**src/rtl/jk_bank_sequencer.sv**
```systemverilog
// Command sequencer for a bank of negedge JK flip-flops: loads, clears, toggles
// or counts the bank modulo MODULUS by driving per-bit J/K, reading Q back via iQ.
module jk_bank_sequencer #(
    parameter int WIDTH   = 4,
    parameter int MODULUS = 10
) (
    input  logic             iClk,
    input  logic             iReset_n,
    input  logic             iCmdValid,
    output logic             oCmdReady,
    input  logic [2:0]       iCmdOp,
    input  logic [WIDTH-1:0] iCmdData,
    input  logic [WIDTH-1:0] iQ,
    output logic [WIDTH-1:0] oJ,
    output logic [WIDTH-1:0] oK,
    output logic             oBusy,
    output logic             oDone,
    output logic             oWrap
);
    typedef enum logic [1:0] {IDLE, APPLY, STEP, DONE} state_t;

    localparam logic [2:0] OP_CLEAR  = 3'b001;
    localparam logic [2:0] OP_LOAD   = 3'b010;
    localparam logic [2:0] OP_CNT_UP = 3'b011;
    localparam logic [2:0] OP_CNT_DN = 3'b100;
    localparam logic [2:0] OP_TOGGLE = 3'b101;

    // One extra bit so MODULUS == 2**WIDTH still compares correctly.
    localparam logic [WIDTH:0]   MOD_X    = (WIDTH+1)'(MODULUS);
    localparam logic [WIDTH:0]   MOD_M1_X = (WIDTH+1)'(MODULUS - 1);
    localparam logic [WIDTH-1:0] TOP      = WIDTH'(MODULUS - 1);

    state_t           state_q, state_d;
    logic [WIDTH-1:0] j_q, j_d, k_q, k_d, rem_q, rem_d, rem_dec;
    logic             up_q, up_d, wrap_q, wrap_d, done_q, done_d;
    logic             busy_q, busy_d, ready_q, ready_d;
    logic             step_up, step_w;
    logic [WIDTH-1:0] step_t;

    // Direction comes from the incoming op at accept, from the latched op afterwards.
    assign step_up = (state_q == IDLE) ? (iCmdOp == OP_CNT_UP) : up_q;
    assign rem_dec = rem_q - 1'b1;

    always_comb begin
        step_w = 1'b0;
        step_t = '0;
        if (step_up) begin
            if ({1'b0, iQ} >= MOD_M1_X) begin
                step_w = 1'b1;
            end else begin
                step_t = iQ + 1'b1;
            end
        end else begin
            if (iQ == '0 || {1'b0, iQ} >= MOD_X) begin
                step_w = 1'b1;
                step_t = TOP;
            end else begin
                step_t = iQ - 1'b1;
            end
        end
    end

    always_comb begin
        state_d = state_q;
        j_d     = '0;
        k_d     = '0;
        wrap_d  = 1'b0;
        rem_d   = rem_q;
        up_d    = up_q;
        case (state_q)
            IDLE: begin
                if (iCmdValid && ready_q) begin
                    case (iCmdOp)
                        OP_CLEAR: begin
                            k_d     = '1;
                            state_d = APPLY;
                        end
                        OP_LOAD: begin
                            j_d     = iCmdData;
                            k_d     = ~iCmdData;
                            state_d = APPLY;
                        end
                        OP_TOGGLE: begin
                            j_d     = '1;
                            k_d     = '1;
                            state_d = APPLY;
                        end
                        OP_CNT_UP, OP_CNT_DN: begin
                            up_d = (iCmdOp == OP_CNT_UP);
                            if (iCmdData == '0) begin
                                state_d = DONE;
                            end else begin
                                rem_d   = iCmdData;
                                j_d     = step_t;
                                k_d     = ~step_t;
                                wrap_d  = step_w;
                                state_d = STEP;
                            end
                        end
                        default: state_d = DONE;
                    endcase
                end
            end
            APPLY: state_d = DONE;
            STEP: begin
                rem_d = rem_dec;
                if (rem_dec != '0) begin
                    j_d    = step_t;
                    k_d    = ~step_t;
                    wrap_d = step_w;
                end else begin
                    state_d = DONE;
                end
            end
            DONE:    state_d = IDLE;
            default: state_d = IDLE;
        endcase
        ready_d = (state_d == IDLE);
        busy_d  = (state_d != IDLE);
        done_d  = (state_d == DONE);
    end

    always_ff @(posedge iClk or negedge iReset_n) begin
        if (!iReset_n) begin
            state_q <= IDLE;
            j_q     <= '0;
            k_q     <= '0;
            rem_q   <= '0;
            up_q    <= 1'b0;
            wrap_q  <= 1'b0;
            done_q  <= 1'b0;
            busy_q  <= 1'b0;
            ready_q <= 1'b1;
        end else begin
            state_q <= state_d;
            j_q     <= j_d;
            k_q     <= k_d;
            rem_q   <= rem_d;
            up_q    <= up_d;
            wrap_q  <= wrap_d;
            done_q  <= done_d;
            busy_q  <= busy_d;
            ready_q <= ready_d;
        end
    end

    assign oJ        = j_q;
    assign oK        = k_q;
    assign oWrap     = wrap_q;
    assign oDone     = done_q;
    assign oBusy     = busy_q;
    assign oCmdReady = ready_q;
endmodule

```
**config.mk**
```make
export PLATFORM = sky130hd
export DESIGN_NAME = jk_bank_sequencer
export DESIGN_NICKNAME = d
export VERILOG_FILES = /design/src/rtl/jk_bank_sequencer.sv
export SDC_FILE = /design/constraint.sdc
export NUM_CORES = 1
export LEC_CHECK = 0
export ABC_CLOCK_PERIOD_IN_PS = 2500
export CORE_UTILIZATION = 52
export CTS_CLUSTER_DIAMETER = 100
export DETAILED_ROUTE_END_ITERATION = 16
export PLACE_DENSITY = 0.81
export SLEW_MARGIN = 20
export SYNTH_ARGS = -nofsm -noshare
export SYNTH_HDL_FRONTEND = slang
export SYNTH_SLANG_ARGS = --single-unit
```
**constraint.sdc**
```tcl
create_clock -name iClk -period 2.5 [get_ports iClk]
set_input_delay 0.5 -clock iClk [delete_from_list [all_inputs] [get_ports iClk]]
set_output_delay 0.5 -clock iClk [all_outputs]
set_load 0.02 [all_outputs]
```
## After elaboration in Yosys (flattened, before gate mapping)

Index checks and enable logic that the tools add are counted.

- Add/sub/neg operators: 3
- Magnitude comparators: 2
- Eq/ne operators: 12
- Muxes and demuxes: 31
- Bitwise logic cells: 2
- Reduce and logical (&&, ||, !) cells: 14

Operators by type and width:

| operator | number |
|---|---|
| 4-bit 2-to-1 mux | 12 |
| 4-bit one-hot mux with 2 select lines | 3 |
| 4-bit one-hot mux with 3 select lines | 2 |
| 1-bit 2-to-1 mux | 9 |
| 4-bit >= comparator (second input constant) | 2 |
| 4-bit zero test | 2 |
| 4-bit NOT | 2 |
| 2-bit one-hot mux with 4 select lines | 1 |
| 4-bit by 1-bit subtractor with 4-bit output (second input constant) | 2 |
| 2-bit == test (second input constant) | 3 |
| 3-bit by 2-bit == test with 1-bit output (second input constant) | 2 |
| 3-bit == test (second input constant) | 2 |
| 4-bit by 1-bit adder with 4-bit output (second input constant) | 1 |
| 2-bit zero test | 2 |
| 2-bit 2-to-1 mux | 2 |
| 2-bit by 1-bit inequality test with 1-bit output (second input constant) | 2 |
| 2-bit one-hot mux with 2 select lines | 1 |
| 4-bit AND reduction | 1 |
| 2-bit nonzero test | 2 |
| 4-bit nonzero test | 1 |
| 2-bit OR reduction | 2 |
| 3-bit by 1-bit == test with 1-bit output (second input constant) | 1 |
| 3-bit AND reduction | 1 |
| 3-bit OR reduction | 1 |
| other kinds (5) | 5 |

- Register bits: 19
- Bits of input ports: 14
- Output and inout bits: 12
- Word-level logic and storage cells: 73

## Depth between registers and ports, before layout

Gate-level depths: netlist of the first run.

- Depth after elaboration: 9
- Gate-level depth with buffers: 8
- Depth with buffers taken out: 6

## Worst setup path before layout of the first run

Ideal clock, no wire load.

- Kind: input -> register
- Start point: input iQ[0]
- End point: register j_q[2] (netlist: oJ[2])
- Library setup time: 0.134 ns
- Arrival: 1.820 ns
- Required time: 2.366 ns
- Slack: 0.547 ns
- Stages on the path: 7
- Buffers on the path: 1
- Path through: inv_1 -> ha_1 -> or3b_1 -> and4_1 -> clkbuf_1 -> a221oi_1 -> o32ai_1

- Word-level cells in the longest chain between the ends: 8
- Elaborated cells on any way between the ends: 14
- Classes of those cells: add/sub (2); order compare (2); mux (8); reduce/logical (2)

Ends and longest elaborated chain:

| item | line | source |
|---|---|---|
| start: declaration | 13 | `input logic [WIDTH-1:0] iQ,` |
| 4-bit >= comparator or 4-bit zero test (tied branches) | 54 | `if (iQ == '0 \|\| {1'b0, iQ} >= MOD_X) begin` |
| 1-bit logical OR | 54 |  |
| 4-bit 2-to-1 mux | 54 |  |
| 4-bit 2-to-1 mux (*) | 47 | `if (step_up) begin` |
| 4-bit 2-to-1 mux | 90 | `if (iCmdData == '0) begin` |
| 4-bit one-hot mux with 3 select lines | 73 | `case (iCmdOp)` |
| 4-bit 2-to-1 mux | 72 | `if (iCmdValid && ready_q) begin` |
| 4-bit one-hot mux with 2 select lines (*) | 70 | `case (state_q)` |
| named net j_d[2] | 34 | `logic [WIDTH-1:0] j_q, j_d, k_q, k_d, rem_q, rem_d, rem_dec;` |
| end signal: assignment | 136 | `j_q <= j_d;` |
| end: declaration | 34 |  |

The timed path passes the listed nets; every way through them passes the cells marked *.
A chain may end at the register's enable or synchronous reset.

## Worst setup path after layout of the first run

Ends and elaborated chain as after synthesis.

==> metrics.csv, run 1 <==
stage;metric;value;unit
final_layout;fraction of layout cells with a size suffix above 1;14.0;%
yosys;Top FF cell, synth;dfrtp_1;
global_routing;initial antenna violation count;0;
setup_path;RR Endpoint;oJ[2];
global_routing;grt met3 use;2.30;%
setup_path;FF-to-FF setup slack;0.58;ns
yosys;post-synth top area cell;dfrtp_1;
final_layout;fin cells;216;
drt;ANT nets after route;0;
die;Initial Util;55.2;%
pwr;worst vdd ir;797;uV
global_routing;largest net degree at the start of global routing;20;
final_layout;multi-input logic area;816;um^2
clock_network;Longest Clk Path Bufs;2;
timing;Slew @ Worst Pin;0.424;ns
pwr;Leakage;0.750;nW
die;Horiz. Die Dim;53.5;um
yosys;Synth async-reset ratio;100;%
final_layout;final net count;209;
clock_network;clk sink count;19;
global_routing;first-pass GRT wire length;5000;um
setup_path;worst r2r path cells;6;
clock_network;Worst-Skew Late Latency;0.30;ns
final_layout;final instance area;0.00176;mm^2
timing;Tcrit/Tclk final;89.0;%
job;max-cap violation count;0;
final_layout;sequential cell area;477;um^2
pwr;Power Density;1040;mW/mm^2
clock_network;CTS root buf;clkbuf_4;
global_routing;M2 GR Usage;39.0;%
yosys;Synth Cell Area;0.00138;mm^2
placement;Cells after DPL;212;
timing;hold_ws;0.514;ns
setup_path;CP endpoint kind;register;
final_layout;commonest non-fill, non-tap cell in the layout;clkdlybuf4s50_1;
placement;DP HPWL;2590;um
drt;DR vias/cell;6.02;
timing;Slew HR;71.7;%
yosys;area share of the largest cell type after synthesis;32.7;%
drt;final WL;3290;um
placement;placed cell areas;0.00173;mm^2
drt;drt first pass iters;4;
placement;GPL Wtd Cong;0.854;
global_routing;GRT busiest layer;met2;
yosys;#FFs+latches synth;19;
setup_path;Arr. time, crit path;2.42;ns
setup_path;critical path startpoint;iQ[0];
pwr;total power;1.83;mW
global_routing;GR Util met1;33.5;%
global_routing;number of global-route vias before repair;1106;
final_layout;commonest non-fill, non-tap cells in the layout;25 x clkdlybuf4s50_1, 18 x dfrtp_1, 14 x inv_1;
setup_path;Setup crit end;oJ[2];
die;io pins;26;
clock_network;cts bufs inserted;3;
timing;Pins Over Slew Limit;0;
yosys;EDFF count, synth;0;
die;die height;53.5;um
clock_network;CTS Hold Buffers Added;0;
clock_network;CTS clk-pin slew, worst paths;0.11;ns
die;die area;0.00286;mm^2
yosys;Cell variety after synth;51;
final_layout;diodes inserted;0;
timing;RSZ-0062 raised after global routing;no;
min_path;Hold Crit Class;in -> async;
setup_path;CP Class;in -> reg;
yosys;Post-Syn Nets;172;
timing;final setup violation count;0;
die;CORE AREA;0.00250;mm^2
timing;Tmin final;2.23;ns
drt;initial DRC count;48;
placement;Port Buf Inserts;25;
clock_network;post-CTS sizing;0;
yosys;Area contributors post-synth;dfrtp_1 33%, ha_1 7.3%, inv_1 3.8%;
setup_path;startpoint types;primary input;
setup_path;worst r2r src;state_q[1];
yosys;post-synthesis instance total;150;
drt;via count;1301;
final_layout;Area Overhead vs Synth;27.4;%
yosys;Seq/Total Area, Yosys;34.6;%
yosys;syn avg cell area;9.19;um^2
yosys;Yosys warnings;0;
run_status;outcome;complete, no violations;
setup_path;Worst EP required;2.70;ns
timing;Hold Fails Final Rpt;0;
drt;routed len/inst;15.2;um
final_layout;Fill cells;207;
global_routing;GRT Overall Usage;23.8;%
clock_network;CTS tree;done;
setup_path;Worst Path Max Fanout;6;
clock_network;Post-CTS Repair Setup Buffers;0;
timing;clk_skew;0.00739;ns
drt;# DRC;0;
timing;FMAX;449;MHz
die;Rows;18;
global_routing;Overflow after GRT;0;
clock_network;# H-tree levels;1;
worst min path at each step:
stage,from,to,slack (ns)
global route,iReset_n,state_q[0],0.57
CTS,iReset_n,state_q[1],0.53
detailed placement,up_q,up_q,0.52
finish,iReset_n,oBusy,0.51
floorplan,iReset_n,oBusy,0.20
global placement,up_q,up_q,0.51
where the power goes:
part           leakage, nW  internal [mW]  switching (mW)  total, mW
registers            0.230          0.452          0.0836      0.536
clock network       0.0150         0.0621          0.0969      0.159
logic                0.505          0.512           0.620       1.13
total                0.750           1.03           0.800       1.83
Yosys cell counts (2+ instances only):
| master | number |
|---|---|
| nand3b_1 | 2 |
| o31ai_1 | 3 |
| nand4b_1 | 2 |
| ha_1 | 8 |
| clkbuf_1 | 3 |
| nand4_1 | 2 |
| mux2i_1 | 2 |
| nor4_1 | 2 |
| a21oi_1 | 8 |
| a31oi_1 | 3 |
| a221oi_1 | 2 |
| nand2_1 | 9 |
| buf_4 | 3 |
| a21boi_0 | 3 |
| nor3_1 | 3 |
| nand3_1 | 3 |
| a2bb2oi_1 | 3 |
| dfrtp_1 | 18 |
| or3b_1 | 2 |
| nor2_1 | 10 |
| o22ai_1 | 6 |
| o32ai_1 | 4 |
| o21a_1 | 5 |
| o21ai_0 | 2 |
| nor3b_1 | 2 |
| inv_1 | 14 |
| nand2b_1 | 2 |
critical path, cell delays in order:
cell	delay, ns
clkdlybuf4s50_1	0.49
inv_1	0.15
ha_1	0.19
or3b_1	0.39
a22oi_2	0.27
a221oi_1	0.15
o32ai_1	0.29
layout make-up:
| cell class | count | share of cell area, % |
|---|---|---|
| multi-input combinational | 111 | 46.4 |
| sequential | 19 | 27.1 |
| timing repair buffer | 38 | 19.8 |
| inverter | 14 | 2.99 |
| tap | 30 | 2.14 |
| clock buffer | 4 | 1.50 |
metrics by stage:
stage	worst slack [ns]	TNS, ns	utilization, %
floorplan	0.547	0	-
global placement	0.128	0	69.2
detailed placement	-0.0290	-0.0290	69.2
CTS	0.277	0	70.3
global route	0.211	0	70.3
finish	0.275	0	70.3
cells by family (layout without fill, tap and decap cells):
group | count (synthesis) | in the layout | synth area share, %
AOI/OAI and AO/OA | 51 | 51 | 28.9
and+or+nand+nor | 48 | 48 | 20.1
buffers and inverters | 20 | 56 | 6.26
DFF | 19 | 19 | 34.6
adders and majority gates | 8 | 8 | 7.26
muxes | 3 | 3 | 2.27
xor gates and xnor gates | 1 | 1 | 0.635
routing by layer:
layer	vias to the layer above	share of wire, %
li1	636	-
met1	615	46
met2	46	48
met3	4	4.9
met4	0	1.1
met5	-	0
sequential cells by signal (all words and copies together) (netlist names):
signal and flops:
oK 4, oBusy 1, oCmdReady 1, oDone 1, oJ 4, state_q 2
up_q 1, rem_q 4, oWrap 1
Power figures use the tool's default switching activity.
==> inputs of run 2 (changes only) <==
CORE_MARGIN = 5   (was unset)
==> metrics.csv, run 2 (synthesis gave the netlist of run 1 again) <==
stage;metric;value;unit;change
setup_path;Worst EP required;2.70;ns;about the same
die;Rows;18;;unchanged
run_status;outcome;complete, no violations;;
setup_path;Worst Path Max Fanout;6;;unchanged
global_routing;GR Util met1;27.1;%;-6.5 points
placement;Cells after DPL;212;;unchanged
clock_network;CTS tree;done;;
drt;final WL;3410;um;+3.7%
clock_network;CTS clk-pin slew, worst paths;0.11;ns;about the same
pwr;worst vdd ir;852;uV;+6.9%
final_layout;sequential cell area;477;um^2;unchanged
drt;via count;1299;;-0.15%
die;die area;0.00378;mm^2;+32%
die;die height;61.5;um;+15%
final_layout;final net count;209;;unchanged
final_layout;commonest non-fill, non-tap cell in the layout;clkdlybuf4s50_1;;
setup_path;critical path startpoint;iQ[0];;
clock_network;Longest Clk Path Bufs;2;;unchanged
placement;pre-CTS WS;0.000414;ns;+0.0294 ns
die;Initial Util;55.2;%;unchanged
setup_path;Arr. time, crit path;2.39;ns;-0.03 ns
global_routing;number of global-route vias before repair;1310;;+18%
final_layout;final instance area;0.00176;mm^2;about the same
drt;DR vias/cell;6.01;;-0.15%
placement;GPL Wtd Cong;0.907;;+6.2%
die;CORE AREA;0.00250;mm^2;unchanged
timing;Tmin final;2.19;ns;-0.0320 ns
pwr;total power;1.83;mW;about the same
job;max-cap violation count;0;;unchanged
drt;ANT nets after route;0;;unchanged
timing;Pins Over Slew Limit;0;;unchanged
timing;clk_skew;0.00683;ns;-0.000553 ns
timing;final setup violation count;0;;unchanged
clock_network;Worst-Skew Late Latency;0.30;ns;about the same
final_layout;Area Overhead vs Synth;27.5;%;about the same
placement;DP HPWL;2700;um;+4.0%
clock_network;# H-tree levels;1;;unchanged
global_routing;initial antenna violation count;0;;unchanged
final_layout;commonest non-fill, non-tap cells in the layout;25 x clkdlybuf4s50_1, 18 x dfrtp_1, 14 x inv_1;;
global_routing;grt met3 use;5.87;%;+3.6 points
setup_path;CP Class;in -> reg;;
min_path;Hold Crit Class;in -> async;;
final_layout;fin cells;216;;unchanged
global_routing;largest net degree at the start of global routing;20;;unchanged
timing;FMAX;456;MHz;+1.5%
final_layout;diodes inserted;0;;unchanged
global_routing;first-pass GRT wire length;5820;um;+17%
timing;Slew @ Worst Pin;0.499;ns;+0.0754 ns
placement;Port Buf Inserts;25;;unchanged
timing;final setup TNS;0;ns;unchanged
final_layout;fraction of layout cells with a size suffix above 1;14.5;%;+0.54 points
drt;initial DRC count;67;;+40%
clock_network;clk sink count;19;;unchanged
timing;Slew HR;66.7;%;-5.0 points
timing;post-layout worst setup margin;0.307;ns;+0.0320 ns
die;io pins;26;;unchanged
final_layout;multi-input logic area;816;um^2;unchanged
setup_path;startpoint types;primary input;;
clock_network;cts bufs inserted;3;;unchanged
final_layout;Fill cells;190;;-8.2%
global_routing;GRT busiest layer;met2;;
placement;placed cell areas;0.00173;mm^2;unchanged
global_routing;Overflow after GRT;0;;unchanged
drt;drt first pass iters;4;;unchanged
clock_network;CTS Hold Buffers Added;0;;unchanged
drt;# DRC;0;;unchanged
pwr;Leakage;0.753;nW;+0.36%
timing;Hold Fails Final Rpt;0;;unchanged
clock_network;CTS root buf;clkbuf_4;;
global_routing;M2 GR Usage;33.8;%;-5.2 points
clock_network;post-CTS sizing;0;;unchanged
die;Horiz. Die Dim;61.5;um;+15%
setup_path;CP endpoint kind;register;;
setup_path;worst r2r src;state_q[1];;
timing;Tcrit/Tclk final;87.7;%;-1.3 points
clock_network;Post-CTS Repair Setup Buffers;0;;unchanged
drt;routed len/inst;15.8;um;+3.7%
pwr;Power Density;1040;mW/mm^2;about the same
timing;RSZ-0062 raised after global routing;no;;
global_routing;GRT Overall Usage;20.6;%;-3.2 points
-- run 2: path summary, 6_finish.rpt --
path / endpoint / slack, ns / cells past startpoint
max in group asynchronous: oCmdReady / 1.72 / 2
worst min register to register: up_q / 0.55 / 2
min in group iClk: up_q / 0.55 / 2
worst max-delay path: oJ[2] / 0.31 / 7
worst max register to register: oJ[2] / 0.56 / 6
worst min-delay path: oJ[1] / 0.51 / 2
-- run 2: stage by stage --
stage                     hold WS [ns]  util [%]
after global routing             0.524      70.3
final                            0.512      70.3
after CTS                        0.515      70.3
after detailed placement         0.520      69.2
after global placement           0.509      69.2
after floorplan                  0.204         -
-- run 2: cell type report --
cell class                 count  area share, %
clock buffer                   3           1.28
clock inverter                 1          0.285
tap                           30           2.14
multi-input combinational    111           46.4
timing repair buffer          38           19.8
sequential                    19           27.1
inverter                      14           2.99
-- run 2: power breakdown --
group	switching [mW]	internal [mW]
combinational	0.621	0.513
sequential	0.0833	0.452
clock	0.0985	0.0597
total	0.803	1.02
-- run 2: layer usage --
metal,vias to the layer above,part of all wire (%)
met5,-,0
met4,0,0.85
met3,7,6.5
met2,46,47
met1,608,46
li1,638,-
-- run 2: critical path: stages --
cell             delay, ns
clkdlybuf4s50_1       0.45
inv_1                 0.13
ha_1                  0.19
or3b_1                0.39
a22oi_2               0.29
a221oi_1              0.14
o32ai_1               0.30
==> inputs of run 3 (changes only) <==
CTS_CLUSTER_DIAMETER = 150   (was 100)
MAX_ROUTING_LAYER = met4   (was unset)
==> metrics.csv, run 3 (synthesis gave the netlist of run 1 again) <==
stage;metric;value;unit;change
pwr;total power;1.83;mW;-0.13%
timing;Hold Fails Final Rpt;0;;unchanged
setup_path;RR Endpoint;oJ[2];;
timing;FMAX;457;MHz;+0.14%
timing;Pins Over Slew Limit;0;;unchanged
placement;Cells after DPL;212;;unchanged
pwr;worst vdd ir;851;uV;-0.10%
drt;final WL;3420;um;+0.35%
setup_path;FF-to-FF setup slack;0.57;ns;about the same
setup_path;worst r2r path cells;6;;unchanged
clock_network;Longest Clk Path Bufs;2;;unchanged
global_routing;largest net degree at the start of global routing;20;;unchanged
final_layout;commonest non-fill, non-tap cell in the layout;clkdlybuf4s50_1;;
final_layout;diodes inserted;0;;unchanged
global_routing;Overflow after GRT;0;;unchanged
setup_path;Worst EP required;2.70;ns;about the same
timing;RSZ-0062 raised after global routing;no;;
drt;drt first pass iters;4;;unchanged
die;CORE AREA;0.00250;mm^2;unchanged
clock_network;Worst-Skew Late Latency;0.31;ns;about the same
drt;ANT nets after route;0;;unchanged
clock_network;CTS tree;done;;
global_routing;number of global-route vias before repair;1309;;-0.076%
die;die area;0.00378;mm^2;unchanged
clock_network;CTS root buf;clkbuf_4;;
drt;via count;1298;;-0.077%
die;io pins;26;;unchanged
setup_path;Arr. time, crit path;2.39;ns;about the same
clock_network;Post-CTS Repair Setup Buffers;0;;unchanged
placement;Port Buf Inserts;25;;unchanged
die;Horiz. Die Dim;61.5;um;unchanged
clock_network;clk sink count;19;;unchanged
drt;DR vias/cell;6.01;;about the same
clock_network;# H-tree levels;1;;unchanged
die;Initial Util;55.2;%;unchanged
final_layout;fin cells;216;;unchanged
timing;clk_skew;0.00879;ns;+0.00196 ns
timing;Slew HR;66.3;%;-0.31 points
timing;hold_ws;0.508;ns;-0.00358 ns
global_routing;initial antenna violation count;0;;unchanged
clock_network;CTS clk-pin slew, worst paths;0.11;ns;about the same
final_layout;Area Overhead vs Synth;27.5;%;unchanged
global_routing;grt met3 use;5.66;%;-0.21 points
die;Rows;18;;unchanged
job;max-cap violation count;0;;unchanged
drt;initial DRC count;65;;-3.0%
die;die height;61.5;um;unchanged
timing;final setup violation count;0;;unchanged
setup_path;startpoint types;primary input;;
global_routing;M2 GR Usage;33.8;%;unchanged
pwr;Leakage;0.753;nW;unchanged
final_layout;commonest non-fill, non-tap cells in the layout;25 x clkdlybuf4s50_1, 18 x dfrtp_1, 14 x inv_1;;
global_routing;GRT busiest layer;met2;;
global_routing;GR Util met1;27.3;%;+0.26 points
setup_path;CP Class;in -> reg;;
pwr;Power Density;1040;mW/mm^2;-0.13%
drt;routed len/inst;15.8;um;+0.35%
final_layout;final net count;209;;unchanged
run_status;outcome;complete, no violations;;
setup_path;CP endpoint kind;register;;
placement;GPL Wtd Cong;0.923;;+1.7%
final_layout;fraction of layout cells with a size suffix above 1;14.5;%;unchanged
clock_network;cts bufs inserted;3;;unchanged
global_routing;GRT Overall Usage;21.3;%;+0.68 points
timing;Tmin final;2.19;ns;-0.00303 ns
global_routing;first-pass GRT wire length;5850;um;+0.48%
drt;# DRC;0;;unchanged
clock_network;CTS Hold Buffers Added;0;;unchanged
timing;final setup TNS;0;ns;unchanged
placement;DP HPWL;2700;um;unchanged
timing;Slew @ Worst Pin;0.504;ns;+0.00458 ns
setup_path;Worst Path Max Fanout;6;;unchanged
min_path;Hold Crit Class;in -> async;;
timing;Tcrit/Tclk final;87.6;%;-0.12 points
setup_path;worst r2r src;state_q[1];;
clock_network;post-CTS sizing;0;;unchanged
run 3: cell counts in the layout (fill, tap and decap cells not counted):
No cell type changed its count.
run 3: stage by stage:
stage | setup slack (ns) | util [%] | cell area (um^2)
final | 0.310 | 70.3 | 1760
after global routing | 0.146 | 70.3 | 1760
after CTS | 0.324 | 70.3 | 1760
after detailed placement | 0.000414 | 69.2 | 1730
after global placement | 0.124 | 69.2 | 1730
after floorplan | 0.547 | - | 1380
run 3: routing by layer:
layer | wire, um | part of all wire [%]
met3 | 236 | 6.9
met5 | 0 | 0
met4 | 28 | 0.82
met1 | 1570 | 46
met2 | 1580 | 46
run 3: layout make-up:
class / count / area, um^2
clock buffer: 3 / 22.5
clock inverter: 1 / 5.00
fill: 190 / 742
inverter: 14 / 52.6
multi-input combinational: 111 / 816
sequential: 19 / 477
tap: 30 / 37.5
timing repair buffer: 38 / 348
run 3: worst max-delay path: stages:
cell and delay [ns]:
clkdlybuf4s50_1 0.45, inv_1 0.13, ha_1 0.19, or3b_1 0.39
a22oi_2 0.28, a221oi_1 0.14, o32ai_1 0.30
run 3: how the worst max path moves through the flow:
| stage | start | to | slack [ns] | cells past startpoint |
|---|---|---|---|---|
| 6_report | iQ[0] | oJ[2] | 0.31 | 7 |
| 5_1_grt | iQ[0] | oJ[2] | 0.15 | 7 |
| 4_1_cts | iQ[0] | oJ[2] | 0.32 | 7 |
| 3_5_place_dp | iQ[0] | oJ[2] | 0.0004 | 7 |
| 3_3_place_gp | iQ[0] | oK[1] | 0.12 | 8 |
| 2_1_floorplan | iQ[0] | oJ[2] | 0.55 | 7 |
run 3: where the power goes:
| part | internal, mW | switching (mW) |
|---|---|---|
| Sequential | 0.452 | 0.0832 |
| Combinational | 0.513 | 0.618 |
| Clock | 0.0598 | 0.0989 |
| Total | 1.02 | 0.800 |
